--- config.mk ---
export PLATFORM = sky130hd
export DESIGN_NAME = wall_scroller_flat
export DESIGN_NICKNAME = d
export VERILOG_FILES = /design/src/rtl/wall_scroller_pkg.sv /design/src/rtl/wall_scroller_if.sv /design/src/rtl/wall_scroller_gap_clamp.sv /design/src/rtl/wall_scroller.sv /design/src/flat_wrapper.sv
export SDC_FILE = /design/constraint.sdc
export NUM_CORES = 1
export LEC_CHECK = 0
export ABC_AREA = 1
export BUFFER_PORTS_ARGS = -buffer_cell sky130_fd_sc_hd__buf_2
export CAP_MARGIN = 40
export CORE_MARGIN = 5
export CORE_UTILIZATION = 58
export DETAILED_ROUTE_END_ITERATION = 12
export PLACE_DENSITY_LB_ADDON = 0.05
export RECOVER_POWER = 100
export SYNTH_ARGS = -nofsm -noshare
export SYNTH_HDL_FRONTEND = slang
export SYNTH_SLANG_ARGS = --single-unit
export TNS_END_PERCENT = 30
--- constraint.sdc ---
create_clock -name clk -period 5 [get_ports clk]
set_input_delay 0.5 -clock clk [delete_from_list [all_inputs] [get_ports clk]]
set_output_delay 0.5 -clock clk [all_outputs]
set_load 0.02 [all_outputs]
--- src/rtl/wall_scroller_pkg.sv ---
// Shared game constants, derived widths and FSM state encoding for the wall scroller.
package wall_scroller_pkg;

   localparam int unsigned SCREEN_W   = 160;
   localparam int unsigned SCREEN_H   = 120;
   localparam int unsigned WALL_W     = 8;
   localparam int unsigned GAP_H      = 40;
   localparam int unsigned BIRD_X     = 20;
   localparam int unsigned SPEED      = 1;
   localparam int unsigned GAP_MARGIN = 4;

   localparam int unsigned X_W     = 8;
   localparam int unsigned H_W     = 8;
   localparam int unsigned GAP_W   = 7;
   localparam int unsigned EDGE_W  = X_W + 1;
   localparam int unsigned GAP_MIN = GAP_MARGIN;
   localparam int unsigned GAP_MAX = SCREEN_H - GAP_H - GAP_MARGIN;
   localparam int unsigned X_START = SCREEN_W - 1;

   typedef enum logic [1:0] {
      IDLE   = 2'd0,
      FETCH  = 2'd1,
      SCROLL = 2'd2
   } state_t;

endpackage

--- src/rtl/wall_scroller_if.sv ---
// Height handshake from the random generator plus the wall geometry published to the renderer.
interface wall_scroller_if;
   import wall_scroller_pkg::*;

   logic             height_valid;
   logic [H_W-1:0]   height_in;
   logic             height_ready;
   logic [X_W-1:0]   wall_x;
   logic [GAP_W-1:0] gap_top;
   logic [GAP_W-1:0] gap_bot;
   logic             wall_valid;
   logic             passed;

   modport master (
      output height_valid, height_in,
      input  height_ready, wall_x, gap_top, gap_bot, wall_valid, passed
   );

   modport slave (
      input  height_valid, height_in,
      output height_ready, wall_x, gap_top, gap_bot, wall_valid, passed
   );

endinterface

--- src/rtl/wall_scroller_gap_clamp.sv ---
// Clamps a raw 8-bit height into the legal gap_top range; compare is done at full width.
module gap_clamp
   import wall_scroller_pkg::*;
(
   input  logic [H_W-1:0]   raw,
   output logic [GAP_W-1:0] gap
);

   always_comb begin
      gap = raw[GAP_W-1:0];
      if (raw < H_W'(GAP_MIN)) begin
         gap = GAP_W'(GAP_MIN);
      end else if (raw > H_W'(GAP_MAX)) begin
         gap = GAP_W'(GAP_MAX);
      end
   end

endmodule

--- src/rtl/wall_scroller.sv ---
// Single scrolling wall: fetches a gap height, scrolls left once per frame, flags when the bird is passed.
module wall_scroller
   import wall_scroller_pkg::*;
(
   input  logic            clk,
   input  logic            reset,
   input  logic            enable,
   input  logic            frame_tick,
   wall_scroller_if.slave  bus
);

   state_t             state;
   state_t             state_nx;
   logic [X_W-1:0]     x_nx;
   logic [GAP_W-1:0]   clamped;
   logic               xfer_c;
   logic               dec_c;
   logic               pass_c;
   logic [EDGE_W-1:0]  edge_old;
   logic [EDGE_W-1:0]  edge_new;

   gap_clamp u_gap_clamp (
      .raw (bus.height_in),
      .gap (clamped)
   );

   // Next state, next wall position and the bird-crossing detect.
   always_comb begin
      state_nx = state;
      x_nx     = bus.wall_x;
      xfer_c   = 1'b0;
      dec_c    = 1'b0;
      case (state)
         IDLE: begin
            if (enable) state_nx = FETCH;
         end
         FETCH: begin
            if (enable && bus.height_valid && bus.height_ready) begin
               xfer_c   = 1'b1;
               state_nx = SCROLL;
               x_nx     = X_W'(X_START);
            end
         end
         SCROLL: begin
            if (enable && frame_tick) begin
               if (bus.wall_x < X_W'(SPEED)) begin
                  state_nx = FETCH;
               end else begin
                  dec_c = 1'b1;
                  x_nx  = bus.wall_x - X_W'(SPEED);
               end
            end
         end
         default: state_nx = IDLE;
      endcase
      edge_old = {1'b0, bus.wall_x} + EDGE_W'(WALL_W);
      edge_new = {1'b0, x_nx} + EDGE_W'(WALL_W);
      pass_c   = dec_c && (edge_old > EDGE_W'(BIRD_X)) && (edge_new <= EDGE_W'(BIRD_X));
   end

   always_ff @(posedge clk) begin
      if (reset) state <= IDLE;
      else       state <= state_nx;
   end

   // Registered outputs, derived from the state being entered.
   always_ff @(posedge clk) begin
      if (reset) begin
         bus.wall_x       <= X_W'(X_START);
         bus.gap_top      <= GAP_W'(GAP_MIN);
         bus.gap_bot      <= GAP_W'(GAP_MIN + GAP_H - 1);
         bus.height_ready <= 1'b0;
         bus.wall_valid   <= 1'b0;
         bus.passed       <= 1'b0;
      end else begin
         bus.wall_x <= x_nx;
         if (xfer_c) begin
            bus.gap_top <= clamped;
            bus.gap_bot <= clamped + GAP_W'(GAP_H - 1);
         end
         bus.height_ready <= (state_nx == FETCH) && enable;
         bus.wall_valid   <= (state_nx == SCROLL);
         bus.passed       <= pass_c;
      end
   end

endmodule

--- src/flat_wrapper.sv ---
// flat-port wrapper written by rule: the top's interface ports become plain ports
module wall_scroller_flat import wall_scroller_pkg::*;
  (clk, reset, enable, frame_tick, bus_height_valid, bus_height_in, bus_height_ready, bus_wall_x, bus_gap_top, bus_gap_bot, bus_wall_valid, bus_passed);
  wall_scroller_if bus_i ();
  input  logic clk;
  input  logic reset;
  input  logic enable;
  input  logic frame_tick;
  input wire logic [$bits(bus_i.height_valid)-1:0] bus_height_valid;
  input wire logic [$bits(bus_i.height_in)-1:0] bus_height_in;
  output wire logic [$bits(bus_i.height_ready)-1:0] bus_height_ready;
  output wire logic [$bits(bus_i.wall_x)-1:0] bus_wall_x;
  output wire logic [$bits(bus_i.gap_top)-1:0] bus_gap_top;
  output wire logic [$bits(bus_i.gap_bot)-1:0] bus_gap_bot;
  output wire logic [$bits(bus_i.wall_valid)-1:0] bus_wall_valid;
  output wire logic [$bits(bus_i.passed)-1:0] bus_passed;
  assign bus_i.height_valid = bus_height_valid;
  assign bus_i.height_in = bus_height_in;
  assign bus_height_ready = bus_i.height_ready;
  assign bus_wall_x = bus_i.wall_x;
  assign bus_gap_top = bus_i.gap_top;
  assign bus_gap_bot = bus_i.gap_bot;
  assign bus_wall_valid = bus_i.wall_valid;
  assign bus_passed = bus_i.passed;
  wall_scroller u_core (.clk(clk), .reset(reset), .enable(enable), .frame_tick(frame_tick), .bus(bus_i));
endmodule
# After elaboration in Yosys (flattened, before gate mapping)
# Cells that the tools add are included.
op_classes:
  n_reduce_logical: 7
  eq_ne: 4
  n_addsub: 4
  mux: 16
  n_lt_le_gt_ge: 5
op_table:
  columns: ["cell", "n"]
  rows:
  - ["8-bit two-way mux", 3]
  - ["8-bit by 4-bit adder with 9-bit output (second input constant)", 2]
  - ["8-bit case mux with 2 select lines", 1]
  - ["7-bit two-way mux", 2]
  - ["9-bit by 5-bit greater-than comparator with 1-bit output (second input constant)", 1]
  - ["9-bit by 5-bit <= comparator with 1-bit output (second input constant)", 1]
  - ["8-bit by 7-bit greater-than comparator with 1-bit output (second input constant)", 1]
  - ["8-bit by 1-bit < comparator with 1-bit output (second input constant)", 1]
  - ["8-bit by 3-bit < comparator with 1-bit output (second input constant)", 1]
  - ["2-bit two-way mux", 4]
  - ["8-bit by 1-bit subtractor with 8-bit output (second input constant)", 1]
  - ["7-bit by 6-bit adder with 7-bit output (second input constant)", 1]
  - ["1-bit logical AND", 6]
  - ["2-bit case mux with 3 select lines", 1]
  - ["1-bit two-way mux", 5]
  - ["2-bit by 1-bit equality test with 1-bit output (second input constant)", 2]
  - ["2-bit equality test (second input constant)", 2]
  - ["2-bit zero test", 1]
totals:
  output_inout_bits: 25
  ff_bits: 27

# Depth between registers and ports, before layout
logic_depth:
  word_depth: 7
  ltp_mapped: 17

# Modules after synthesis
# From an unflattened synthesis, not the netlist that was laid out.
hier_totals:
  cells_unflattened: 277
  area_unflattened_um2: 1809.2
by_module_without_submodules:
  columns: ["mod", "area_per_inst_um2", "cells_each", "instances"]
  rows:
  - ["wall_scroller", 1681.6, 248, 1]
  - ["gap_clamp", 127.6, 29, 1]

# Least setup slack after synthesis
# No wires, ideal clock.
synth_timing:
  path_type: "reg2reg"
  start: "reg u_core.bus.wall_x[0]"
  end: "reg u_core.bus.passed"
  path_stages_with_launch: 18
  slack_ps: 2779
  setup_time_ps: 64
  t_arrival_ps: 2158
  required_ps: 4936
  cell_sequence: "dfxtp_1 > inv_1 > ha_1 > nand2_1 > nor2_1 > nand4_2 > nand2_1 > inv_1 > nand2_1 > a21oi_1 > ha_1 > inv_1 > nand3_1 > nor2_1 > nand3_1 > nand2_1 > nand2_1 > nor2_1"
synth_via:
  elab_chain_cells: 7
  elab_cells_between_ends: 15
  classes_between: "add/sub: 3; order compare: 3; mux: 7; reduce/logical: 2"
synth_lines:
  columns: ["item", "line_no", "rtl"]
  rows:
  - ["start: declaration", "wall_scroller_if.sv:21", "output height_ready, wall_x, gap_top, gap_bot, wall_valid, passed"]
  - ["start signal: assignment", "wall_scroller.sv:69", "bus.wall_x <= X_W'(X_START);"]
  - ["start signal: assignment", "wall_scroller.sv:76", "bus.wall_x <= x_nx;"]
  - ["8-bit by 1-bit subtractor with 8-bit output / 8-bit by 1-bit < comparator with 1-bit output (equally long branches)", "wall_scroller.sv:50, wall_scroller.sv:46", null]
  - ["8-bit two-way mux *", "wall_scroller.sv:46", "if (bus.wall_x < X_W'(SPEED)) begin"]
  - ["8-bit two-way mux *", "wall_scroller.sv:45", "if (enable && frame_tick) begin"]
  - ["8-bit case mux with 2 select lines *", "wall_scroller.sv:33", "case (state)"]
  - ["via u_core.x_nx[4]", "wall_scroller.sv:14", "logic [X_W-1:0] x_nx;"]
  - ["8-bit by 4-bit adder with 9-bit output *", "wall_scroller.sv:57", "edge_new = {1'b0, x_nx} + EDGE_W'(WALL_W);"]
  - ["9-bit by 5-bit <= comparator with 1-bit output *", "wall_scroller.sv:58", "pass_c = dec_c && (edge_old > EDGE_W'(BIRD_X)) && (edge_new <= EDGE_W'(BIRD_X));"]
  - ["1-bit logical AND *", "wall_scroller.sv:58", null]
  - ["end signal: assignment", "wall_scroller.sv:83", "bus.passed <= pass_c;"]
  - ["end: declaration", "wall_scroller_if.sv:21", null]
# The timed path passes the listed nets; every way through them passes the cells marked *.
# A chain may end at the register's enable or synchronous reset.

# Worst setup path after layout
layout_timing:
  start: "reg u_core.state[1]"
  end: "reg u_core.bus.passed"
layout_via:
  elab_chain_cells: 5
  elab_cells_between_ends: 8
  classes_between: "add/sub: 1; order compare: 1; eq/ne: 2; mux: 2; reduce/logical: 2"
layout_lines:
  columns: ["item", "line_no", "rtl"]
  rows:
  - ["start: declaration", "wall_scroller.sv:12", "state_t state;"]
  - ["start signal: assignment", "wall_scroller.sv:63", "else state <= state_nx;"]
  - ["2-bit equality test / 2-bit by 1-bit equality test with 1-bit output (equally long branches)", "wall_scroller.sv:33", null]
  - ["8-bit case mux with 2 select lines *", "wall_scroller.sv:33", null]
  - ["via u_core.x_nx[4]", "wall_scroller.sv:14", null]
  - ["8-bit by 4-bit adder with 9-bit output *", "wall_scroller.sv:57", null]
  - ["9-bit by 5-bit <= comparator with 1-bit output *", "wall_scroller.sv:58", null]
  - ["1-bit logical AND *", "wall_scroller.sv:58", null]
# Marks and branches as above.

==> metrics.md <==
| Metric | Value |
|---|---|
| Status | `finished clean` |
| Max Freq | `360.5 MHz` |
| Crit path capture type | `flop` |
| WL met2 | `1.994 mm` |
| Sequential Area | `540.5 um2` |
| Post-CTS Hold Buffers | `0` |
| Antenna cells | `0` |
| Gp weighted congestion | `0.8596` |
| Rows | `20` |
| Most common cell in the netlist | `nand2_1` |
| Synth area leader | `dfxtp_1` |
| Core Region | `0.002978 mm2` |
| Async set-reset flop share out of synthesis | `0%` |
| Mapped Nets | `305` |
| Largest net degree at the start of global routing | `18` |
| Nets | `342` |
| Drt pass-1 iters | `4` |
| Reg2reg start | `u_core.state[1]` |
| Clk sinks | `27` |
| RSZ-0062 raised after global routing | `false` |
| CP required | `5.26 ns` |
| Slew @ Worst Pin | `0.5018 ns` |
| Crit-path slowest cell | `nand4_1` |
| Clock Skew | `0.008512 ns` |
| Crit path cell chain | `inv_1 -> ha_1 -> nand4_1 -> nand2_1 -> a21oi_1 -> a21oi_1 -> ha_1 -> inv_1 -> nand3_1 -> nor2_1 -> nand3_1 -> nand2_1 -> nand2_1 -> nor2_1` |
| Routed WL | `4.093 mm` |
| Clock Path Buffers | `2` |
| Crit-path max cell delay | `0.46 ns` |
| YS warnings | `0` |
| CTS tree | `yes` |
| Register bit total from synthesis | `27` |
| Post-synth top area share | `30.66%` |
| Port Buffers | `37` |
| Worst-path maximum fanout | `11` |
| Final hold slack | `0.4745 ns` |
| Crit path DAT | `3.04 ns` |
| Crit-path most repeated cell | `nand2_1` |
| Remaining antenna violation count | `0` |
| Routed length on met1 | `1.845 mm` |
| Number of flops mapped to enable cells by yosys | `0` |
| Chip width | `65.13 um` |
| Sequential fraction of the synthesis area | `30.66%` |
| Period utilization | `55.48%` |
| Die area | `0.004242 mm2` |
| Top sig layer | `met4` |
| Post_cts resized | `0` |
| Initial DRC count | `122` |
| Mean Syn Cell Area | `6.342 um2` |
| Synth top area cells | `dfxtp_1, nand2_1, ha_1` |
| Post-synth top cells | `nand2_1, inv_1, dfxtp_1, nor2_1, nand3_1` |
| Drt drc | `0` |
| Via count | `1844` |
| Root buffer cell | `clkbuf_4` |
| Total CTS buffers | `3` |
| Startpoint Class | `flop` |
| WHS Path Cells | `2` |
| Antenna violations before repair | `0` |
| PwrDens | `225.1 mW/mm2` |
| Average wire per standard cell | `11.80 um` |
| Hold path endpoint | `u_core.bus.gap_top[4]` |
| WP buf/inv | `2` |
| Peak VDD IR | `0.1563 mV` |
| Dpl hpwl | `3.258 mm` |
| Post-Syn Instances | `278` |
| Multi-input gate area | `0.001040 mm2` |
| Leak | `0.9706 nW` |
| Final setup violation count | `0` |
| Max-slew violations | `0` |
| Drt via density | `5.314` |
| Post-CTS Setup Bufs | `0` |
| First-pass GRT wire length | `6.893 mm` |
| Cell variety after synth | `25` |
| CTS H-tree depth | `1` |
| Vias in the first global route | `1628` |
| Die Height | `65.13 um` |
| Reg2reg end | `u_core.bus.passed` |
| GRT Total Usage | `20.03%` |
| Ys flop type | `dfxtp_1` |
| Starting density of the core | `59.20%` |
| Worst skew pair latency | `0.32 ns` |
| Fin crit period | `2.774 ns` |
| Fin. Hold Viols | `0` |
| Met3 wire length | `163 um` |
| Setup TNS | `0 ns` |
| Critical path type | `flop to flop` |
| Fill cells | `308` |
| Worst r2r path cells | `14` |
| Mapped cell area | `0.001763 mm2` |
| Hold Path Origin | `u_core.bus.gap_top[4]` |
| Layout cells sized above 1 | `7.643%` |
| Grt ovf | `0` |
| Io pins | `38` |
| Area Growth Syn to Fin | `10.72%` |
| Hold crit path type | `flop to flop` |
| Clk slew on worst S/H paths | `0.14 ns` |
| Max-Cap Viols | `0` |
| Register-to-Register Setup Slack | `2.23 ns` |
| Slew HR | `66.45%` |
| Cell family contributing the most delay on the critical path | `simple AND/OR/NAND/NOR gates` |
[stage by stage]
| stage | instance area [um2] | setup slack, ns | util [%] | std cells | power, mW |
|---|---|---|---|---|---|
| 2_1_floorplan | 1763 | 2.779 | - | 278 | 0.3209 |
| 3_3_place_gp | 1967 | 2.370 | 66.05 | 343 | 0.3516 |
| 3_5_place_dp | 1967 | 2.278 | 66.05 | 343 | 0.3543 |
| 4_1_cts | 1997 | 2.233 | 67.06 | 347 | 0.4457 |
| 5_1_grt | 1952 | 1.891 | 65.55 | 347 | 0.4713 |
| 6_report | 1952 | 2.226 | 65.55 | 347 | 0.4394 |
[cell type report]
class,instances,area share (%)
inverter,39,7.500
multi-input combinational,207,53.27
clock inverter,1,0.3846
timing repair buffer,37,7.885
clock buffer,3,1.154
tap,33,2.115
sequential,27,27.69
[where the power goes]
| part | switching, mW | leakage [nW] | internal, mW |
|---|---|---|---|
| Clock | 0.0611 | 0.0139 | 0.0305 |
| Sequential | 0.0111 | 0.219 | 0.223 |
| Combinational | 0.0755 | 0.737 | 0.0382 |
| Total | 0.148 | 0.971 | 0.292 |
[layer usage]
metal,up-vias,global-route usage (%)
met1,819,24.47
met2,51,37.16
met5,-,0
met4,0,5.959
met3,8,1.709
li1,966,-
[placed cells by master (no fill, tap or decap), drive strengths merged]
master / instances
nand2: 88
inv: 39
clkbuf: 28
dfxtp: 27
nor2: 27
nand3: 24
a21oi: 22
ha: 14
o21ai: 14
buf: 12
nand4: 7
o211ai: 3
nor3: 3
or2: 2
a21boi: 1
a31o: 1
o21bai: 1
clkinvlp: 1
[sequential cells by signal, summed over array words and instances (netlist names)]
register                 flops
u_core.bus.wall_x            8
u_core.state                 2
u_core.bus.gap_top           7
u_core.bus.passed            1
u_core.bus.wall_valid        1
u_core.bus.gap_bot           7
u_core.bus.height_ready      1
[worst max path at each step]
stage               cells past startpoint  slack [ns]            startpoint                 to
global placement                       14        2.37       u_core.state[1]  u_core.bus.passed
floorplan                              17        2.78  u_core.bus.wall_x[0]  u_core.bus.passed
global route                           14        1.89       u_core.state[1]  u_core.bus.passed
CTS                                    14        2.23       u_core.state[1]  u_core.bus.passed
detailed placement                     14        2.28       u_core.state[1]  u_core.bus.passed
finish                                 14        2.23       u_core.state[1]  u_core.bus.passed
[worst register-to-register path: cells and delay by family (launching register included)]
family	cells	cell delay [ns]
and+or+nand+nor	8	1.21
adders and majority gates	2	0.60
DFF	1	0.38
AOI/OAI and AO/OA	2	0.37
buffers and inverters	2	0.14
[kinds of logic after synthesis]
family,after synthesis,share of synthesized area [%]
adder cells (fa/ha/maj),14,9.936
AO/OA/AOI/OAI,42,12.85
flip-flops,27,30.66
buffers and inverters,44,9.581
AND/OR/NAND/NOR,151,36.98
Power figures use the tool's default switching activity.
